**config.mk**
```make
export PLATFORM = sky130hd
export DESIGN_NAME = ntt_job_sequencer
export DESIGN_NICKNAME = d
export VERILOG_FILES = /design/src/rtl/ntt_seq_pkg.sv /design/src/rtl/ntt_seq_fifo.sv /design/src/rtl/ntt_job_sequencer.sv
export SDC_FILE = /design/constraint.sdc
export NUM_CORES = 1
export LEC_CHECK = 0
export BUFFER_PORTS_ARGS = -buffer_cell sky130_fd_sc_hd__buf_2
export CORE_MARGIN = 8
export CORE_UTILIZATION = 50
export DETAILED_ROUTE_END_ITERATION = 7
export PLACE_DENSITY = 0.71
export SYNTH_ARGS = -nofsm -noshare
export SYNTH_HDL_FRONTEND = slang
export SYNTH_SLANG_ARGS = --single-unit
```
**constraint.sdc**
```tcl
create_clock -name clk -period 6.45 [get_ports clk]
set_input_delay 0.3225 -clock clk [delete_from_list [all_inputs] [get_ports clk]]
set_output_delay 0.3225 -clock clk [all_outputs]
set_load 0.02 [all_outputs]
```
**src/rtl/ntt_seq_pkg.sv**
```systemverilog
// ntt_seq_pkg
// Shared types and widths for the NTT job sequencer:
//   - MOD_IDX_W / TAG_W / CNT_W : field widths of the job command and counter
//   - state_t                   : sequencer FSM encoding
//   - cmd_t                     : queued command {tag, mod_idx}
//   - sat_inc()                 : saturating increment for the jobs counter
package ntt_seq_pkg;

    localparam int MOD_IDX_W = 6;
    localparam int TAG_W     = 4;
    localparam int CNT_W     = 16;
    localparam int CMD_W     = TAG_W + MOD_IDX_W;

    typedef enum logic [2:0] {
        IDLE     = 3'd0,
        LAUNCH   = 3'd1,
        WAIT_ACK = 3'd2,
        RUN      = 3'd3,
        RESPOND  = 3'd4
    } state_t;

    typedef struct packed {
        logic [TAG_W-1:0]     tag;
        logic [MOD_IDX_W-1:0] mod_idx;
    } cmd_t;

    // Increment that sticks at all-ones instead of wrapping.
    function automatic logic [CNT_W-1:0] sat_inc(input logic [CNT_W-1:0] value);
        logic [CNT_W-1:0] result;
        if (value == {CNT_W{1'b1}}) begin
            result = value;
        end else begin
            result = value + CNT_W'(1);
        end
        return result;
    endfunction

endpackage

```
**src/rtl/ntt_seq_fifo.sv**
```systemverilog
// ntt_seq_fifo
// Synchronous command FIFO with registered occupancy.
// Parameters: DEPTH (power of two, >= 2), WIDTH (entry width).
// Ports:
//   clk, reset        : rising-edge clock, synchronous active-high reset
//   push, push_data   : write request; ignored while full (no bypass)
//   pop, pop_data     : read request; pop_data shows the head entry
//   full, empty       : occupancy flags
module ntt_seq_fifo #(
    parameter int DEPTH = 4,
    parameter int WIDTH = 10
) (
    input  logic             clk,
    input  logic             reset,
    input  logic             push,
    input  logic [WIDTH-1:0] push_data,
    input  logic             pop,
    output logic [WIDTH-1:0] pop_data,
    output logic             full,
    output logic             empty
);

    localparam int PTR_W = $clog2(DEPTH);

    logic [WIDTH-1:0] mem [DEPTH];
    logic [PTR_W-1:0] wr_ptr;
    logic [PTR_W-1:0] rd_ptr;
    logic [PTR_W:0]   count;
    logic             do_push;
    logic             do_pop;

    assign do_push  = push && !full;
    assign do_pop   = pop && !empty;
    assign full     = (count == (PTR_W+1)'(DEPTH));
    assign empty    = (count == (PTR_W+1)'(0));
    assign pop_data = mem[rd_ptr];

    // Storage array: written at the write pointer on an accepted push.
    always_ff @(posedge clk) begin
        if (reset) begin
            for (int i = 0; i < DEPTH; i++) begin
                mem[i] <= '0;
            end
        end else if (do_push) begin
            mem[wr_ptr] <= push_data;
        end
    end

    // Pointers wrap naturally because DEPTH is a power of two; count is
    // unchanged when a push and a pop land in the same cycle.
    always_ff @(posedge clk) begin
        if (reset) begin
            wr_ptr <= '0;
            rd_ptr <= '0;
            count  <= '0;
        end else begin
            if (do_push) begin
                wr_ptr <= wr_ptr + PTR_W'(1);
            end
            if (do_pop) begin
                rd_ptr <= rd_ptr + PTR_W'(1);
            end
            case ({do_push, do_pop})
                2'b10:   count <= count + (PTR_W+1)'(1);
                2'b01:   count <= count - (PTR_W+1)'(1);
                default: count <= count;
            endcase
        end
    end

endmodule

```
**src/rtl/ntt_job_sequencer.sv**
```systemverilog
// ntt_job_sequencer
// Queues host NTT jobs, launches them one at a time on the NTT controller
// and returns a tagged response per job.
// Optional feature: define NTT_JOB_SEQUENCER_TIMEOUT_EN to add a watchdog that
// fails a job (rsp_error=1) after TIMEOUT_CYCLES cycles in WAIT_ACK+RUN.
// Ports:
//   clk, reset                         : clock, synchronous active-high reset
//   cmd_valid/cmd_ready/cmd_mod_idx/cmd_tag : host command (into FIFO)
//   core_start/core_mod_idx/core_done  : NTT controller launch interface
//   rsp_valid/rsp_ready/rsp_tag/rsp_error   : job response to host
//   busy                               : FSM active or commands pending
//   jobs_done_count                    : saturating count of successful jobs
module ntt_job_sequencer
    import ntt_seq_pkg::*;
#(
    parameter int FIFO_DEPTH     = 4,
    parameter int MAX_MOD_IDX    = 59,
    parameter int TIMEOUT_CYCLES = 65535
) (
    input  logic                 clk,
    input  logic                 reset,
    input  logic                 cmd_valid,
    output logic                 cmd_ready,
    input  logic [MOD_IDX_W-1:0] cmd_mod_idx,
    input  logic [TAG_W-1:0]     cmd_tag,
    output logic                 core_start,
    output logic [MOD_IDX_W-1:0] core_mod_idx,
    input  logic                 core_done,
    output logic                 rsp_valid,
    input  logic                 rsp_ready,
    output logic [TAG_W-1:0]     rsp_tag,
    output logic                 rsp_error,
    output logic                 busy,
    output logic [CNT_W-1:0]     jobs_done_count
);

    state_t state;
    state_t next_state;

    cmd_t       cmd_in;
    cmd_t       head;
    logic [CMD_W-1:0] head_raw;
    logic       fifo_full;
    logic       fifo_empty;
    logic       fifo_pop;
    logic       head_bad;
    logic       load_core;
    logic       enter_respond;
    logic       rsp_error_next;
    logic       count_inc;
    logic       wd_expire;

    assign cmd_in.tag     = cmd_tag;
    assign cmd_in.mod_idx = cmd_mod_idx;
    assign head           = cmd_t'(head_raw);
    assign head_bad       = (int'(head.mod_idx) > MAX_MOD_IDX);
    assign cmd_ready      = !fifo_full;
    assign busy           = (state != IDLE) || !fifo_empty;

    ntt_seq_fifo #(
        .DEPTH (FIFO_DEPTH),
        .WIDTH (CMD_W)
    ) u_fifo (
        .clk       (clk),
        .reset     (reset),
        .push      (cmd_valid),
        .push_data (cmd_in),
        .pop       (fifo_pop),
        .pop_data  (head_raw),
        .full      (fifo_full),
        .empty     (fifo_empty)
    );

`ifdef NTT_JOB_SEQUENCER_TIMEOUT_EN
    localparam int WD_W = $clog2(TIMEOUT_CYCLES + 1);

    logic [WD_W-1:0] wd_count;

    // Fires on the last allowed cycle so RESPOND is entered once
    // TIMEOUT_CYCLES cycles have been spent in WAIT_ACK plus RUN.
    assign wd_expire = ((state == WAIT_ACK) || (state == RUN)) &&
                       (int'(wd_count) >= (TIMEOUT_CYCLES - 1));

    // Watchdog counter: cleared when a launch is taken, counts WAIT_ACK/RUN cycles.
    always_ff @(posedge clk) begin
        if (reset) begin
            wd_count <= '0;
        end else if (load_core) begin
            wd_count <= '0;
        end else if ((state == WAIT_ACK) || (state == RUN)) begin
            wd_count <= wd_count + WD_W'(1);
        end else begin
            wd_count <= wd_count;
        end
    end
`else
    assign wd_expire = 1'b0;
`endif

    // Next-state and per-cycle control decode.
    always_comb begin
        next_state     = state;
        fifo_pop       = 1'b0;
        load_core      = 1'b0;
        enter_respond  = 1'b0;
        rsp_error_next = 1'b0;
        count_inc      = 1'b0;
        case (state)
            IDLE: begin
                // Illegal indices are rejected without waiting for the core.
                if (!fifo_empty && head_bad) begin
                    fifo_pop       = 1'b1;
                    enter_respond  = 1'b1;
                    rsp_error_next = 1'b1;
                    next_state     = RESPOND;
                end else if (!fifo_empty && core_done) begin
                    fifo_pop   = 1'b1;
                    load_core  = 1'b1;
                    next_state = LAUNCH;
                end else begin
                    next_state = IDLE;
                end
            end
            LAUNCH: begin
                next_state = WAIT_ACK;
            end
            WAIT_ACK: begin
                if (!core_done) begin
                    next_state = RUN;
                end else if (wd_expire) begin
                    enter_respond  = 1'b1;
                    rsp_error_next = 1'b1;
                    next_state     = RESPOND;
                end else begin
                    next_state = WAIT_ACK;
                end
            end
            RUN: begin
                // A real completion wins over a coincident watchdog expiry.
                if (core_done) begin
                    enter_respond  = 1'b1;
                    rsp_error_next = 1'b0;
                    count_inc      = 1'b1;
                    next_state     = RESPOND;
                end else if (wd_expire) begin
                    enter_respond  = 1'b1;
                    rsp_error_next = 1'b1;
                    next_state     = RESPOND;
                end else begin
                    next_state = RUN;
                end
            end
            RESPOND: begin
                if (rsp_ready) begin
                    next_state = IDLE;
                end else begin
                    next_state = RESPOND;
                end
            end
            default: begin
                next_state = IDLE;
            end
        endcase
    end

    // State register.
    always_ff @(posedge clk) begin
        if (reset) begin
            state <= IDLE;
        end else begin
            state <= next_state;
        end
    end

    // Registered outputs and job register. core_start and rsp_valid are
    // decoded from next_state so they line up with LAUNCH / RESPOND.
    always_ff @(posedge clk) begin
        if (reset) begin
            core_start      <= 1'b0;
            rsp_valid       <= 1'b0;
            core_mod_idx    <= '0;
            rsp_tag         <= '0;
            rsp_error       <= 1'b0;
            jobs_done_count <= '0;
        end else begin
            core_start <= (next_state == LAUNCH);
            rsp_valid  <= (next_state == RESPOND);
            if (fifo_pop) begin
                rsp_tag <= head.tag;
            end
            // Rejected indices are never driven to the core.
            if (load_core) begin
                core_mod_idx <= head.mod_idx;
            end
            if (enter_respond) begin
                rsp_error <= rsp_error_next;
            end
            if (count_inc) begin
                jobs_done_count <= sat_inc(jobs_done_count);
            end
        end
    end

endmodule

```
=== Yosys cells after proc, flatten, opt, wreduce, memory -nomap -nowiden ===
Memories as Yosys holds them, arrays and structs flattened. A register that Yosys moved wholly into a read port is not among the register bits.
Cells that the tools add are included.

* $add $sub $neg: 5
* Magnitude comparators: 1
* Equal/unequal tests: 10
* Mux-type cells: 27
* Bitwise logic cells: 1
* Reduce and logical (&&, ||, !) cells: 13

{| class="wikitable"
|+ Operators with widths
! operator !! count
|-
| 1-bit two-way mux || 17
|-
| 16-bit by 1-bit adder with 16-bit output (second input constant) || 1
|-
| 16-bit equality test (second input constant) || 1
|-
| 3-bit one-hot mux with 5 select lines || 1
|-
| 10-bit two-way mux || 1
|-
| 10-bit OR reduction || 1
|-
| 3-bit equality test (second input constant) || 3
|-
| 3-bit two-way mux || 3
|-
| 3-bit by 1-bit equality test with 1-bit output (second input constant) || 2
|-
| 3-bit by 2-bit equality test with 1-bit output (second input constant) || 2
|-
| 6-bit > comparator (second input constant) || 1
|-
| 3-bit zero test || 2
|-
| 2-bit two-way mux || 3
|-
| 3-bit one-hot mux with 2 select lines || 1
|-
| 2-bit by 1-bit adder with 2-bit output (second input constant) || 2
|-
| 1-bit logical AND || 4
|-
| 3-bit by 1-bit adder with 3-bit output (second input constant) || 1
|-
| 3-bit nonzero test || 1
|-
| 3-bit by 1-bit subtractor with 3-bit output (second input constant) || 1
|-
| 2-bit by 1-bit equality test with 1-bit output (second input constant) || 1
|-
| 2-bit equality test (second input constant) || 1
|-
| 1-bit zero test || 2
|-
| 1-bit one-hot mux with 2 select lines || 1
|-
| 2-bit AND reduction || 1
|-
| 3 further kinds || 3
|}

* Register bits: 39
* RAM bits: 40
* Output and inout bits: 31
* Logic and storage cells: 68
* Memories kept: 1

{| class="wikitable"
|+ Memory list
! memory !! depth !! width !! rd ports !! clocked after memory_dff !! wr ports !! RTL line !! source
|-
| u_fifo.mem || 4 || 10 || 1 || 1 || 4 || ntt_seq_fifo.sv:25 || <nowiki>logic [WIDTH-1:0] mem [DEPTH];</nowiki>
|}

=== Logic depth before layout (Yosys ltp) ===
Gate-level depths: netlist (run 1).

* Depth after elaboration: 9
* Depth in mapped cells: 11
* Depth with buffers taken out: 9

=== Hierarchy ===
A second synthesis (run 1) with hierarchy kept.

* Cells, all modules: 313
* Area, all modules: 3723.6 um^2

{| class="wikitable"
|+ By module, submodules not included
! module !! times used !! cells an instance !! area each (um^2)
|-
| ntt_seq_fifo || 1 || 149 || 2224.6
|-
| ntt_job_sequencer || 1 || 164 || 1498.9
|}

=== Worst setup path after synthesis (run 1) ===
Ideal clock, no wire load.

* Kind: reg2reg
* Start: register with a tool-made name
* End: register u_fifo.count[2]
* Arrival time: 2.451 ns
* Path slack: 3.929 ns
* Stages on the path, launching flop included: 12
* Buffers on the path: 2
* Period minus slack after synthesis: 2.521 ns
* Path through: dfxtp_1 > buf_6 > mux4_2 > and4_4 > o21a_1 > buf_6 > ha_1 > inv_1 > fa_1 > xor2_1 > or3_1 > a21oi_1

{| class="wikitable"
|+ RTL lines
! what !! RTL line !! source
|-
| end signal, assigned || ntt_seq_fifo.sv:64 || <nowiki>2'b10: count <= count + (PTR_W+1)'(1);</nowiki>
|-
| end signal, assigned || ntt_seq_fifo.sv:65 || <nowiki>2'b01: count <= count - (PTR_W+1)'(1);</nowiki>
|-
| end signal, assigned || ntt_seq_fifo.sv:66 || <nowiki>default: count <= count;</nowiki>
|-
| end, declared || ntt_seq_fifo.sv:28 || <nowiki>logic [PTR_W:0] count;</nowiki>
|}

==> qor.yml, run 1 <==
sta:
  drv_slew: 0
  fin_skew_ns: 0.00785
  period_minus_slack_ns: 3.13
  hold_viol: 0
  tightestPinTransition_ns: 1.07
  fin_tns_setup_ns: 0
  min_period_over_period_pct: 48.5
  max_freq_mhz: 320
  holdWs_ns: 0.264
  finalSetupViolCount: 0
  slew-limit-headroom_pct: 28.2
  rsz0062_at_grt: "false"
cells_and_area:
  stdcell_count: 450
  final_area_um2: 3980
  diodes: 0
  final_common_cell: "nor2_1"
  utilization_pct: 58.6
  syn_to_final_growth_pct: 13.4
  fill_cells: 580
  layout-drive-gt1-share_pct: 22.6
  final_cell_mix: "55 x nor2_1, 45 x buf_2, 41 x dfxtp_1"
  finalNetCount: 367
critical_path:
  timing.rr.end: "u_fifo.count[2]$_SDFFE_PP0P_"
  worstSetupStartpointType: "flip-flop"
  crit_fanout: 10
  critical_path_arrival_ns: 3.41
  critical_path.endpoint: "u_fifo.count[2]$_SDFFE_PP0P_"
  crit_path_end_kind: "flip-flop"
  rr_worst_depth: 9
  regToRegSetupSlack_ns: 3.32
  path_class: "reg2reg"
  cp.required_ns: 6.73
clock_tree:
  cts_tree: "done"
  cts_buffers: 9
  cts.sinks: 81
  htreeDepth: 3
  path_clk_slew_ns: 0.08
  insertion_delay_ns: 0.35
  hold_buffers: 0
  clock_tree.root_cell: "clkbuf_8"
  clockBufferDepth: 2
  cts_setup_buffers: 0
  ctsResizeCount: 0
grt:
  grt_pass1_wl_um: 11700
  overflow: 0
  grt_max_degree: 40
  antenna_found_initial: 0
  grt_pass1_vias: 2335
  track_usage_pct: 15.1
floorplanning:
  die_h_um: 99.8
  die_w_um: 99.8
  core_area_um2: 6790
  start_util_pct: 51.7
  io_pins: 46
  die_area_um2: 9960
  rows: 30
drt:
  drt-initial-drc-count: 108
  via_per_inst: 5.28
  routedWlPerCell_um: 15.4
  drt-pass1-iter-count: 4
  wl_um: 6920
  drc: 0
  route.vias.total: 2376
  ant_nets: 0
yosys:
  ys_warn_count: 0
  yosysTopAreaCell: "edfxtp_1"
  synth-seq-cells: 81
  syn-instance-count: 309
  syn_area_um2: 3510
  synth_nets: 327
  synth_edf_count: 40
  ys_seq_area_share_pct: 57.6
  synth_cell_types: 46
  ys.flop_type: "dfxtp_1"
  async_flop_share_pct: 0
  avgSynthCellArea_um2: 11.4
  synth_top_area_share_pct: 34.2
  synth_area_leaders: "edfxtp_1 34%, dfxtp_1 23%, nor2_1 5.9%, mux4_2 5.8%, xor2_1 2.7%"
min_path:
  hold_path_class: "in2reg"
power_and_ir_drop:
  p_leak_nw: 1.61
  ir_drop_uv: 168
  p_per_area_nw_per_um2: 342
placed_design:
  dp_cells: 434
  hpwlAfterDp_um: 4870
  place_congestion: 0.774
  port_buffers: 45
  post_dp_cell_area_um2: 3780
run_status:
  outcome: "completed"
flow_run:
  cap_violations: 0
## synthesized netlist by cell type, types with 2 or more instances
cell type / n
o221a_2: 4
nand4_1: 8
nand2_1: 19
nand3b_1: 2
ha_1: 2
mux4_2: 9
edfxtp_1: 40
o21ai_0: 6
nand3_1: 4
mux2i_1: 8
o211a_1: 2
clkbuf_1: 12
buf_6: 2
inv_1: 16
a31oi_1: 3
dfxtp_1: 41
or2_2: 2
a21oi_1: 10
nor4_1: 2
xor2_1: 11
xnor2_1: 6
and3_1: 5
and2_1: 11
and4_1: 2
nor3_1: 4
nor2_1: 55
o211ai_1: 4
## worst max-delay path: stages (launching register included)
cell and delay [ns]:
dfxtp_1 0.74, mux4_2 0.40, and4_4 0.27, o21a_1 0.34, ha_1 0.25, inv_1 0.06, fa_1 0.37, xor2_1 0.15
or3_1 0.31, a21oi_1 0.14
## cells by family (layout without fill, tap and decap cells)
| group | after synthesis | in the layout | synth area share, % |
|---|---|---|---|
| muxes | 18 | 18 | 8.81 |
| adders and majority gates | 3 | 3 | 1.28 |
| and+or+nand+nor | 124 | 124 | 17.3 |
| buffers and inverters | 32 | 77 | 3.89 |
| DFF | 81 | 81 | 57.6 |
| AOI/OAI and AO/OA | 33 | 33 | 6.45 |
| xor gates and xnor gates | 18 | 18 | 4.71 |
## layer usage
metal | share of wire (%) | up-vias | wire length, um | GRT usage (%)
met1 | 45 | 1128 | 3150 | 18.9
met5 | 0 | - | 0 | 0
met4 | 1.3 | 0 | 93 | 6.64
met3 | 5.8 | 6 | 404 | 4.50
li1 | - | 1179 | - | -
met2 | 47 | 63 | 3280 | 23.7
## power by group
part	internal [W]	switching [W]
combinational	0.000145	0.000183
sequential	0.000611	0.0000577
clock	0.000178	0.000186
total	0.000934	0.000426
## flip-flops by register name, summed over array words and instances (netlist names), named ones only
name             flops
u_fifo.mem          40
jobs_done_count     16
core_mod_idx         6
rsp_tag              4
state                3
u_fifo.count         3
u_fifo.rd_ptr        2
u_fifo.wr_ptr        2
core_start           1
rsp_error            1
rsp_valid            1
## per-stage QoR
step | setup WS [ns] | power, W
floorplan | 3.93 | 0.000934
global placement | 3.40 | 0.00100
CTS | 3.27 | 0.00138
global route | 3.04 | 0.00144
detailed placement | 3.28 | 0.00101
finish | 3.32 | 0.00136
## area by class of cell
class,instances,area (um2),area share [%]
Clock inverter,7,70.1,1.76
Clock buffer,9,124,3.11
Inverter,16,60.1,1.51
Timing Repair Buffer,45,225,5.66
Sequential cell,81,2020,50.8
Multi-Input combinational cell,196,1360,34.1
Tap cell,96,120,3.02
## how the worst min path moves through the flow
stage	from	to	depth (start not counted)
after global placement	rsp_error$_SDFFE_PP0P_	rsp_error$_SDFFE_PP0P_	2
after detailed placement	rsp_error$_SDFFE_PP0P_	rsp_error$_SDFFE_PP0P_	2
after global routing	cmd_tag[3]	u_fifo.mem[0][9]$_SDFFCE_PN0P_	2
final	cmd_mod_idx[5]	u_fifo.mem[0][5]$_SDFFCE_PN0P_	2
after CTS	cmd_mod_idx[5]	u_fifo.mem[0][5]$_SDFFCE_PN0P_	2
after floorplan	u_fifo.count[2]$_SDFFE_PP0P_	u_fifo.count[2]$_SDFFE_PP0P_	2
Power figures use the tool's default switching activity.
==> run 2, diff against run 1 <==
Settings changed: ABC_AREA set to 1, PLACE_DENSITY 0.71 to 0.7.
Clock period 6.45 ns to 3.1 ns, I/O delays scaled along.
==> run 2 against run 1 <==
Total power rose by 98%. Critical path type unchanged. Sequential share of layout area fell by 2.0 points. Setup slack got worse by 3.0 ns. Utilization fell by 0.90 points. Critical endpoint is now u_fifo.count[1]$_SDFFE_PP0P_. First-iteration DRC count rose by 55%.
==> qor.yml, run 2 <==
sta:
  holdWs_ns: 0.121  # was 0.264 ns
  fin_skew_ns: 0.00806  # was 0.00785 ns
  tightestPinTransition_ns: 0.585  # was 1.07 ns
  period_minus_slack_ns: 2.74  # was 3.13 ns
  hold_viol: 0  # unchanged
  min_period_over_period_pct: 88.3  # was 48.5%
  rsz0062_at_grt: "false"  # unchanged
  finalSetupViolCount: 0  # unchanged
  drv_slew: 0  # unchanged
  max_freq_mhz: 365  # was 320 MHz
  fin_tns_setup_ns: 0  # unchanged
  slew-limit-headroom_pct: 60.9  # was 28.2%
min_path:
  hold_end: "u_fifo.mem[0][1]$_SDFFCE_PN0P_"  # was u_fifo.mem[0][5]$_SDFFCE_PN0P_
  min_path_cells: 3  # was 2
  worstHoldStart: "cmd_mod_idx[1]"  # was cmd_mod_idx[5]
  hold_path_class: "in2reg"  # unchanged
floorplanning:
  die_w_um: 102  # was 99.8 um
  io_pins: 46  # unchanged
  start_util_pct: 51.2  # was 51.7%
  die_area_um2: 10300  # was 9960 um2
  rows: 31  # was 30
  die_h_um: 102  # was 99.8 um
  core_area_um2: 7180  # was 6790 um2
critical_path:
  cpMaxStageDelayCell: "dfxtp_1"  # unchanged
  max_stage_delay_ns: 0.70  # was 0.74 ns
  regToRegSetupSlack_ns: 0.36  # was 3.32 ns
  crit_fanout: 21  # was 10
  crit_chain: "clkinv_2 > nand2_1 > nand3_2 > nand2_1 > nor2_2 > nand3_4 > nand2_4 > ha_1 > inv_1 > fa_1 > nor2_1 > a21oi_1 > nor2_1"  # was mux4_2 > and4_4 > o21a_1 > ha_1 > inv_1 > fa_1 > xor2_1 > or3_1 > a21oi_1
  timing.rr.end: "u_fifo.count[1]$_SDFFE_PP0P_"  # was u_fifo.count[2]$_SDFFE_PP0P_
  critical_path_arrival_ns: 3.02  # was 3.41 ns
  crit_path_end_kind: "flip-flop"  # unchanged
  worstSetupStartpointType: "flip-flop"  # unchanged
  path_class: "reg2reg"  # unchanged
  rr_worst_depth: 13  # was 9
  cp.required_ns: 3.38  # was 6.73 ns
grt:
  grt_pass1_vias: 2813  # was 2,335
  overflow: 0  # unchanged
  track_usage_pct: 15.7  # was 15.1%
  grt_max_degree: 30  # was 40
  antenna_found_initial: 0  # unchanged
  grt_pass1_wl_um: 12800  # was 11,700 um
clock_tree:
  clockBufferDepth: 2  # unchanged
  cts.sinks: 81  # unchanged
  clock_tree.root_cell: "clkbuf_8"  # unchanged
  cts_buffers: 9  # unchanged
  htreeDepth: 3  # unchanged
  hold_buffers: 0  # unchanged
  ctsResizeCount: 0  # unchanged
  cts_setup_buffers: 0  # unchanged
  cts_tree: "done"  # unchanged
  path_clk_slew_ns: 0.08  # about the same
  insertion_delay_ns: 0.34  # was 0.35 ns
cells_and_area:
  finalNetCount: 493  # was 367
  regMostFlops: "u_fifo.mem"  # unchanged
  final_common_cell: "nor2_1"  # unchanged
  syn_to_final_growth_pct: 12.6  # was 13.4%
  biggestRegsByFlops: "u_fifo.mem (40), jobs_done_count (16), core_mod_idx (6)"  # unchanged
  final_cell_mix: "79 x nor2_1, 72 x nand2_1, 48 x inv_1"  # was 55 x nor2_1, 45 x buf_2, 41 x dfxtp_1
  layout-drive-gt1-share_pct: 16.3  # was 22.6%
  diodes: 0  # unchanged
  largest_register_ffs: 40  # unchanged
  final_area_um2: 4140  # was 3980 um2
  stdcell_count: 578  # was 450
yosys:
  async_flop_share_pct: 0  # unchanged
  synth-seq-cells: 81  # unchanged
  ys.flop_type: "dfxtp_1"  # unchanged
  syn-instance-count: 430  # was 309
  yosysTopAreaCell: "edfxtp_1"  # unchanged
  synth_area_leaders: "edfxtp_1 33%, dfxtp_1 22%, nor2_1 8.1%, nand2_1 7.4%, inv_1 4.9%"  # was edfxtp_1 34%, dfxtp_1 23%, nor2_1 5.9%, mux4_2 5.8%, xor2_1 2.7%
  syn_area_um2: 3670  # was 3510 um2
  ys_warn_count: 0  # unchanged
  synth_nets: 448  # was 327
  synth_cell_types: 34  # was 46
  ys_seq_area_share_pct: 55.0  # was 57.6%
  avgSynthCellArea_um2: 8.55  # was 11.4 um2
  synth_top_area_share_pct: 32.7  # was 34.2%
  synth_edf_count: 40  # unchanged
  synth_common_cells: "79 x nor2_1, 72 x nand2_1, 48 x inv_1, 41 x dfxtp_1, 40 x edfxtp_1"  # was 55 x nor2_1, 41 x dfxtp_1, 40 x edfxtp_1, 19 x nand2_1, 16 x inv_1
  synth_most_common_cell: "nor2_1"  # unchanged
flow_run:
  cap_violations: 0  # unchanged
placed_design:
  place_congestion: 0.845  # was 0.774
  port_buffers: 45  # unchanged
  post_dp_cell_area_um2: 3980  # was 3780 um2
  dp_cells: 563  # was 434
  hpwlAfterDp_um: 5770  # was 4870 um
run_status:
  outcome: "completed"  # unchanged
drt:
  drt-initial-drc-count: 167  # was 108
  route.vias.total: 2873  # was 2,376
  wl_um: 7580  # was 6920 um
  via_per_inst: 4.97  # was 5.28
  routedWlPerCell_um: 13.1  # was 15.4 um
  ant_nets: 0  # unchanged
  drt-pass1-iter-count: 4  # unchanged
  drc: 0  # unchanged
power_and_ir_drop:
  ir_drop_uv: 292  # was 168 uV
  p_leak_nw: 1.67  # was 1.61 nW
  finalPower_w: 0.00270  # was 0.00136 W
  p_per_area_nw_per_um2: 652  # was 342 nW/um2
run 2: cell count changes in the layout (fill, tap and decap cells not counted), sizes merged, moves of 11 or more:
cell   delta
a21oi    +17
nor2     +27
nand2    +57
and2     -11
nand3    +30
inv      +32
o21ai    +18
run 2: kinds of logic after synthesis:
| logic type | count (synthesis) | synth area share, % |
|---|---|---|
| XOR/XNOR | 10 | 2.38 |
| AO/OA/AOI/OAI | 61 | 8.92 |
| AND/OR/NAND/NOR | 210 | 25.2 |
| buffers and inverters | 65 | 7.22 |
| adder cells (fa/ha/maj) | 3 | 1.23 |
| flip-flops | 81 | 55.0 |
run 2: worst max-delay path by stage:
stage          cells past startpoint  slack, ns                      endpoint
2_1_floorplan                     15       0.90  u_fifo.count[2]$_SDFFE_PP0P_
3_3_place_gp                      14       0.48  u_fifo.count[2]$_SDFFE_PP0P_
3_5_place_dp                      14       0.35  u_fifo.count[2]$_SDFFE_PP0P_
4_1_cts                           14       0.32  u_fifo.count[2]$_SDFFE_PP0P_
5_1_grt                           14      0.009  u_fifo.count[2]$_SDFFE_PP0P_
6_report                          13       0.36  u_fifo.count[1]$_SDFFE_PP0P_
run 2: layout make-up:
class | count | area, um2
Clock inverter | 6 | 36.3
Sequential cell | 81 | 2020
Multi-Input combinational cell | 284 | 1390
Timing Repair Buffer | 49 | 255
Fill cell | 652 | 3040
Inverter | 50 | 189
Clock buffer | 9 | 124
Tap cell | 99 | 124
run 2: per-stage QoR:
stage | util, % | setup WS, ns
6_report | 57.7 | 0.362
5_1_grt | 57.7 | 0.00888
4_1_cts | 57.6 | 0.325
3_5_place_dp | 55.4 | 0.347
3_3_place_gp | 55.4 | 0.482
2_1_floorplan | - | 0.903
run 2: report_power, final:
group          leakage, nW  switching [W]  total [W]  internal (W)
clock               0.0786       0.000362   0.000642      0.000280
combinational        0.841       0.000477   0.000701      0.000224
sequential           0.749      0.0000923    0.00135       0.00126
total                 1.67       0.000931    0.00270       0.00177
run 2: critical path, delay by kind of cell, from the launching register on:
kind                       cells  cell delay, ns
DFF                            1            0.70
adders and majority gates      2            0.61
AOI/OAI and AO/OA              1            0.04
buffers and inverters          2            0.48
and+or+nand+nor                8            0.84
run 2: routing by layer:
metal	GRT usage [%]	up-vias	share of wire (%)
met3	3.16	14	4.9
met2	26.1	63	48
li1	-	1495	-
met5	0	-	0
met1	19.1	1301	45
met4	7.45	0	2.2
